### src/rtl/mxreg_read_port_11_if.sv
// Read request / response stream bundle for the MX-11 register bank read port.
interface mxreg_read_port_11_if #(
  parameter int WORD_LENGTH = 8
);
  logic                   rd_req;
  logic [7:0]             rd_addr;
  logic                   rd_ack;
  logic [WORD_LENGTH-1:0] rd_data;
  logic                   rd_valid;
  logic                   rd_ready;
  logic                   rd_last;
  logic                   rd_err;

  modport master (
    output rd_req, rd_addr, rd_ready,
    input  rd_ack, rd_data, rd_valid, rd_last, rd_err
  );

  modport slave (
    input  rd_req, rd_addr, rd_ready,
    output rd_ack, rd_data, rd_valid, rd_last, rd_err
  );
endinterface

### src/rtl/mxreg_read_port_11.sv
// MX-11 register bank read port: address-mapped readback over a valid/ready stream.
// Optional MXREG_RD_PIPE_EN allows acceptance during the final beat (back-to-back responses).
module mxreg_read_port_11 #(
  parameter int WORD_LENGTH = 8,
  parameter int DEPTH       = 16
) (
  input  logic                                clk,
  input  logic                                rst,
  input  logic [DEPTH-1:0][WORD_LENGTH-1:0]   reg_line,
  mxreg_read_port_11_if.slave                 rd
);

  localparam int unsigned IDX_A     = 0;
  localparam int unsigned IDX_D     = 3;
  localparam int unsigned IDX_FLAGS = 7;

  typedef enum logic [1:0] {
    IDLE,
    BEAT0,
    BEAT1
  } state_t;

  state_t                 state_q, state_d;
  logic [WORD_LENGTH-1:0] w0_q, w1_q;
  logic                   two_q, err_q;

  logic [WORD_LENGTH-1:0] dec_w0, dec_w1;
  logic                   dec_two, dec_err;
  logic                   valid, last_beat, hs, ack, accept;

  always_comb begin
    dec_w0  = '0;
    dec_w1  = '0;
    dec_two = 1'b0;
    dec_err = 1'b0;
    if (rd.rd_addr[7:4] == 4'h0) begin
      dec_w0 = reg_line[rd.rd_addr[3:0]];
    end else if (rd.rd_addr == 8'h10) begin
      dec_w0  = reg_line[IDX_FLAGS];
      dec_w1  = reg_line[IDX_A];
      dec_two = 1'b1;
    end else if (rd.rd_addr == 8'h11) begin
      dec_w0  = reg_line[IDX_FLAGS];
      dec_w1  = reg_line[IDX_D];
      dec_two = 1'b1;
    end else begin
      dec_err = 1'b1;
    end
  end

  assign valid     = (state_q != IDLE);
  assign last_beat = ((state_q == BEAT0) && !two_q) || (state_q == BEAT1);
  assign hs        = valid && rd.rd_ready;

`ifdef MXREG_RD_PIPE_EN
  assign ack = !rst && ((state_q == IDLE) || (last_beat && rd.rd_ready));
`else
  assign ack = !rst && (state_q == IDLE);
`endif

  assign accept = rd.rd_req && ack;

  // accept can only be high in a beat state when the pipelined ack is built in
  always_comb begin
    state_d = state_q;
    unique case (state_q)
      IDLE:  if (accept) state_d = BEAT0;
      BEAT0: if (hs) state_d = two_q ? BEAT1 : (accept ? BEAT0 : IDLE);
      BEAT1: if (hs) state_d = accept ? BEAT0 : IDLE;
      default: state_d = IDLE;
    endcase
  end

  always_ff @(posedge clk) begin
    if (rst) begin
      state_q <= IDLE;
      w0_q    <= '0;
      w1_q    <= '0;
      two_q   <= 1'b0;
      err_q   <= 1'b0;
    end else begin
      state_q <= state_d;
      if (accept) begin
        w0_q  <= dec_w0;
        w1_q  <= dec_w1;
        two_q <= dec_two;
        err_q <= dec_err;
      end
    end
  end

  assign rd.rd_ack   = ack;
  assign rd.rd_valid = valid;
  assign rd.rd_data  = (state_q == BEAT0) ? w0_q :
                       (state_q == BEAT1) ? w1_q : '0;
  assign rd.rd_last  = last_beat;
  assign rd.rd_err   = (state_q == BEAT0) && err_q;

endmodule
### src/flat_wrapper.sv
// flat-port wrapper written by rule: the top's interface ports become plain ports
module mxreg_read_port_11_flat 
#(
  parameter int WORD_LENGTH = 8,
  parameter int DEPTH       = 16
)
  (clk, rst, reg_line, rd_rd_req, rd_rd_addr, rd_rd_ready, rd_rd_ack, rd_rd_data, rd_rd_valid, rd_rd_last, rd_rd_err);
  mxreg_read_port_11_if #(.WORD_LENGTH(WORD_LENGTH)) rd_i ();
  input  logic clk;
  input  logic rst;
  input  logic [DEPTH-1:0][WORD_LENGTH-1:0] reg_line;
  input wire logic [$bits(rd_i.rd_req)-1:0] rd_rd_req;
  input wire logic [$bits(rd_i.rd_addr)-1:0] rd_rd_addr;
  input wire logic [$bits(rd_i.rd_ready)-1:0] rd_rd_ready;
  output wire logic [$bits(rd_i.rd_ack)-1:0] rd_rd_ack;
  output wire logic [$bits(rd_i.rd_data)-1:0] rd_rd_data;
  output wire logic [$bits(rd_i.rd_valid)-1:0] rd_rd_valid;
  output wire logic [$bits(rd_i.rd_last)-1:0] rd_rd_last;
  output wire logic [$bits(rd_i.rd_err)-1:0] rd_rd_err;
  assign rd_i.rd_req = rd_rd_req;
  assign rd_i.rd_addr = rd_rd_addr;
  assign rd_i.rd_ready = rd_rd_ready;
  assign rd_rd_ack = rd_i.rd_ack;
  assign rd_rd_data = rd_i.rd_data;
  assign rd_rd_valid = rd_i.rd_valid;
  assign rd_rd_last = rd_i.rd_last;
  assign rd_rd_err = rd_i.rd_err;
  mxreg_read_port_11 #(.WORD_LENGTH(WORD_LENGTH), .DEPTH(DEPTH)) u_core (.clk(clk), .rst(rst), .reg_line(reg_line), .rd(rd_i));
endmodule
### config.mk
export PLATFORM = sky130hd
export DESIGN_NAME = mxreg_read_port_11_flat
export DESIGN_NICKNAME = d
export VERILOG_FILES = /design/src/rtl/mxreg_read_port_11_if.sv /design/src/rtl/mxreg_read_port_11.sv /design/src/flat_wrapper.sv
export SDC_FILE = /design/constraint.sdc
export NUM_CORES = 1
export LEC_CHECK = 0
export CAP_MARGIN = 15
export CORE_AREA = 2 2 83 93
export DETAILED_ROUTE_END_ITERATION = 12
export DIE_AREA = 0 0 85 95
export PLACE_DENSITY = 0.76
export SKIP_CTS_REPAIR_TIMING = 1
export SYNTH_ARGS = -nofsm -noshare
export SYNTH_HDL_FRONTEND = slang
export SYNTH_SLANG_ARGS = --single-unit
### constraint.sdc
create_clock -name clk -period 1.5 [get_ports clk]
set_input_delay 0.15 -clock clk [delete_from_list [all_inputs] [get_ports clk]]
set_output_delay 0.15 -clock clk [all_outputs]
set_load 0.02 [all_outputs]
==> Yosys cells after proc, flatten, opt, wreduce, memory -nomap -nowiden <==
Cells that the tools add are included.
{ "totals": {"regBits": 20, "inputBits": 140, "out_inout_bits": 12} }
{ "op_classes": {"order_cmp": 1, "n_eq_ne": 7, "muxes": 22, "n_reduce_logical": 12} }
{ "ops": {"columns": ["op", "count"], "rows": [
  ["$mux 8", 9],
  ["$bmux 8 s4", 1],
  ["$eq 8x5->1 const B", 2],
  ["$mux 2", 4],
  ["$mux 1", 7],
  ["$ne 2x1->1 const B", 3],
  ["$pmux 2 s3", 1],
  ["$logic_and 1x1->1", 5],
  ["$lt 4x5->1 const B", 1],
  ["$logic_not 4->1", 1],
  ["$reduce_and 3->1", 1],
  ["$eq 2x1->1 const B", 1],
  ["$eq 2x2->1 const B", 1],
  ["$logic_not 1->1", 2],
  ["$logic_not 2->1", 1],
  ["$reduce_bool 2->1", 1],
  ["$logic_or 1x1->1", 1]
]} }

==> Longest topological paths before layout <==
{ "depth": {"depth_word": 7, "mapped_depth": 7} }

==> Least setup slack after synthesis <==
Ideal clock, no wire load.
{ "synth_path": {"path_type": "flip-flop to flip-flop", "start": "reg u_core.state_q[1]", "end": "reg u_core.w1_q[0]", "setup_ns": 0.128, "arrival_ns": 1.332, "required_ns": 1.372, "path_slack_ns": 0.041, "path_stages_with_launch": 6, "synth_period_minus_slack_ns": 1.459, "path_cell_list": "dfxtp_1 or4b_1 buf_6 buf_6 a22oi_1 nor2_1"} }
{ "synth_between": {"elab_chain_len": 3} }
{ "synth_lines": {"columns": ["element", "line_no", "rtl"], "rows": [
  ["start, declared", "mxreg_read_port_11.sv:23", "state_t state_q, state_d;"],
  ["start signal, assigned", "mxreg_read_port_11.sv:82", "state_q <= state_d;"],
  ["$logic_not 2->1", "mxreg_read_port_11.sv:58", "assign ack = !rst && (state_q == IDLE);"],
  ["$logic_and 1x1->1", "mxreg_read_port_11.sv:58", null],
  ["$logic_and 1x1->1", "mxreg_read_port_11.sv:61", "assign accept = rd.rd_req && ack;"],
  ["end signal, assigned", "mxreg_read_port_11.sv:85", "w1_q <= dec_w1;"],
  ["end, declared", "mxreg_read_port_11.sv:24", "logic [WORD_LENGTH-1:0] w0_q, w1_q;"]
]} }
Every way passes these cells.
A chain may end at the register's enable or synchronous reset.

==> Worst setup path after layout <==
{ "layout_path": {"start": "reg u_core.state_q[1]", "end": "out rd_rd_data[2]"} }
{ "layout_between": {"elab_chain_len": 3} }
{ "layout_lines": {"columns": ["element", "line_no", "rtl"], "rows": [
  ["$eq 2x2->1", "mxreg_read_port_11.sv:95", "(state_q == BEAT1) ? w1_q : '0;"],
  ["$mux 8", "mxreg_read_port_11.sv:95", null],
  ["$mux 8 *", "mxreg_read_port_11.sv:94", "assign rd.rd_data = (state_q == BEAT0) ? w0_q :"],
  ["end, declared", "flat_wrapper.sv:16", "output wire logic [$bits(rd_i.rd_data)-1:0] rd_rd_data;"]
]} }
Mark *: on every way between the ends. The rest lies on a longest branch, timed or not.

==> summary.txt <==
Hold path
  – Hold Crit Class: primary input to register

Floorplan
  – Die H: 95 µm
  – Initial Util: 31.6%
  – Number of top-level pins: between 150 and 200
  – Core Box Area: 7230 µm²
  – Full die area: 8080 µm²
  – Die Span X: around 85 µm
  – Num rows: 33

Placed design
  – # placed instances: around 520
  – Placed inst area: between 3000 and 4000 µm²
  – Placed wire-length estimate: 7.27 mm
  – Port buffer count: ~150
  – Final Wtd Congestion: roughly 0.8

STA
  – RSZ-0062 raised after global routing: yes
  – Slew Limit Fails: 0
  – Max-slew headroom: 65.6%
  – Tcrit/Tclk final: 112%
  – Final clock skew: 3.03 ps
  – PnR worst setup slack: -179 ps
  – Hold Violations, Final: 0
  – Slew @ Worst Pin: 515 ps
  – Period minus WS final: roughly 1700 ps
  – Max Fclk: ~600 MHz
  – Setup-failing EPs final: 25

Critical path
  – Setup crit end kind: primary output
  – CP Launch Type: register
  – Family with the most delay on the worst path: buffers and inverters
  – FF-to-FF End: u_core.w0_q[4]
  – Critical path origin: u_core.state_q[1]
  – Worst r2r path cells: 5
  – Setup crit end: rd_rd_data[2]
  – Reg2Reg Launch Point: u_core.state_q[0]
  – CP max stage delay: 340 ps
  – Slowest cell on crit path: dfxtp_2
  – Crit path required time: 1350 ps
  – R2R setup slack: -170 ps
  – CP Buf/Inv Count: 4
  – Critical path type: register to primary output
  – Worst Path Max Fanout: 5
  – Cells along the critical path: and2b_2 > clkinvlp_4 > clkbuf_4 > buf_4 > o21ai_4 > buf_6
  – CP arrival: 1530 ps
  – Critical Path Stages: 6

Synthesis
  – Synth cell count leaders: mux2i_1 (72), a22oi_1 (40), nor2_1 (21), dfxtp_1 (20), nand4_1 (16)
  – Seq cells post-synth: 20
  – Avg Cell Area, Syn: about 8.0 µm²
  – Cell count after synthesis: 284
  – Area leader, netlist: mux2i_1
  – Most frequent cell after synthesis: mux2i_1
  – Synth Flop Type: dfxtp_1
  – Cell Area, Synth: 2280 µm²
  – Post-synth EDFFs: 0
  – Seq/Total Area, Yosys: approximately 18%
  – Yosys top cell area share: 31.6%
  – Yosys cell types: 36
  – Async set-reset flop share out of synthesis: 0%
  – Ys Warns: 0
  – Top cells by area, synth: mux2i_1 (32%), dfxtp_1 (18%), a22oi_1 (13%), nand4_1 (4.4%), nor2_1 (3.5%)
  – Post-Syn Nets: 424

Final layout
  – Antenna diodes: 0
  – Layout area overhead: 91.9%
  – Total Nets Final: 582
  – FF+latch area: around 400 µm²
  – Area of the multi-input gates: 1890 µm²
  – Layout cells sized above 1: 22.4%
  – Post-route cell area: 4380 µm²
  – Finished Layout Cells: ~530
  – Fillers: about 630

GRT
  – Vias in the first global route: 2,906
  – Met3 GRT Util: roughly 2.7%
  – Grt met2 use: ~37%
  – Total global routing overflow: 0
  – Initial antenna violation count: 0
  – Total track usage: 20.6%
  – Largest net degree at the start of global routing: 35
  – First-pass GRT wire length: about 13 mm
  – GR peak layer: met2
  – Met1 GRT Util: 23.7%

Clock tree
  – Reg clk slew, reported paths: 80 ps
  – CTS Buf Count: 3
  – CTS max path bufs: 2
  – TritonCTS Sinks: 20
  – CTS tree: yes
  – Worst-skew pair later-pin latency: 260 ps
  – Root buf cell: clkbuf_8
  – H-Tree Depth: 1

Pwr
  – Switching Share: 30.9%
  – PD cells: 469 nW/µm²
  – Internal power: 1.42 mW
  – Psw: 0.634 mW
  – Max IR drop VDD: about 0.00031 V
  – Combinational share of power: 52.0%
  – Pleak: 1.77 nW
  – Clk network pwr share: between 20 and 25%
  – Register share of total power: 27.4%

Drt
  – DRC violations left: 0
  – Pre-antenna DRT Iters: 4
  – Detailed Route Iter0 Violations: 161
  – Via/cell ratio: between 5 and 6
  – DR WL/cell: 17.4 µm
  – Routed vias: 2,866
  – Routed Antenna Nets: 0
  – Total Routed Length: 9.17 mm

Status
  – Failing checks: setup timing
  – Status: finished, violations left

Run
  – Max Cap Viol: 0
kinds of logic (layout without fill, tap and decap cells):
kind of cell           after synthesis  count (layout)  synth area share (%)
flip-flops                          20              20                  17.5
AND/OR/NAND/NOR                     66              66                  15.9
buffers and inverters               40             197                  8.99
AO/OA/AOI/OAI                       86              86                  26.0
multiplexers                        72              72                  31.6
worst min path at each step:
stage | endpoint | cells after the start | slack, ps | from
2_1_floorplan | u_core.state_q[0] | 1 | 270 | rd_rd_ready
6_report | u_core.state_q[0] | 3 | 510 | rd_rd_req
4_1_cts | u_core.err_q | 2 | 510 | u_core.err_q
3_5_place_dp | u_core.err_q | 2 | 490 | u_core.err_q
3_3_place_gp | u_core.err_q | 2 | 480 | u_core.err_q
5_1_grt | u_core.state_q[0] | 3 | 530 | rd_rd_req
layer usage:
layer / wire length (µm) / up-vias / part of all wire [%]
met5: 0 / - / 0
met4: 299 / 0 / 3.3
met3: 552 / 22 / 6.0
met2: 4770 / 125 / 52
met1: 3550 / 1333 / 39
li1: - / 1386 / -
cells in the final DEF, fill, tap and decap left out, types with 10 or more instances in the layout:
cell             instances
nand4_1                 16
buf_4                   19
dfxtp_1                 18
inv_1                   10
nor2_1                  12
mux2i_1                 72
a22oi_1                 32
a21oi_2                 14
clkdlybuf4s50_1        137
metrics by stage:
stage | setup slack, ps | TNS, ps | utilization [%] | power [mW] | hold slack (ps)
finish | -179 | -2410 | 60.6 | 2.05 | 510
global route | -241 | -3610 | 60.6 | 2.15 | 534
CTS | -515 | -7020 | 55.7 | 1.93 | 507
detailed placement | -314 | -5720 | 55.0 | 1.52 | 495
global placement | -267 | -4790 | 55.0 | 1.50 | 477
floorplan | 40.8 | 0 | - | 0.982 | 268
worst reg2reg max path, delay by kind of cell, from the launching register on:
kind	cells	cell delay (ps)
AND/OR/NAND/NOR	1	610
flip-flops	1	360
buffers and inverters	2	340
AO/OA/AOI/OAI	2	230
cell type report:
cell class | count | area share, %
tap | 87 | 2.48
sequential | 20 | 9.25
timing repair buffer | 182 | 42.8
multi-input combinational | 224 | 43.2
clock buffer | 4 | 1.26
inverter | 11 | 1.03
flip-flops by register name, summed over array words and instances (netlist names):
register	cells
u_core.w0_q	8
u_core.w1_q	8
u_core.state_q	2
u_core.err_q	1
u_core.two_q	1
power by group through the flow:
stage | clock network (mW) | registers [mW] | logic (mW)
2_1_floorplan | 0 | 0.574 | 0.408
3_3_place_gp | 0 | 0.574 | 0.930
4_1_cts | 0.423 | 0.563 | 0.944
3_5_place_dp | 0 | 0.576 | 0.942
6_report | 0.423 | 0.564 | 1.07
5_1_grt | 0.448 | 0.566 | 1.14
Note: power is estimated with default switching activity, not from simulation.
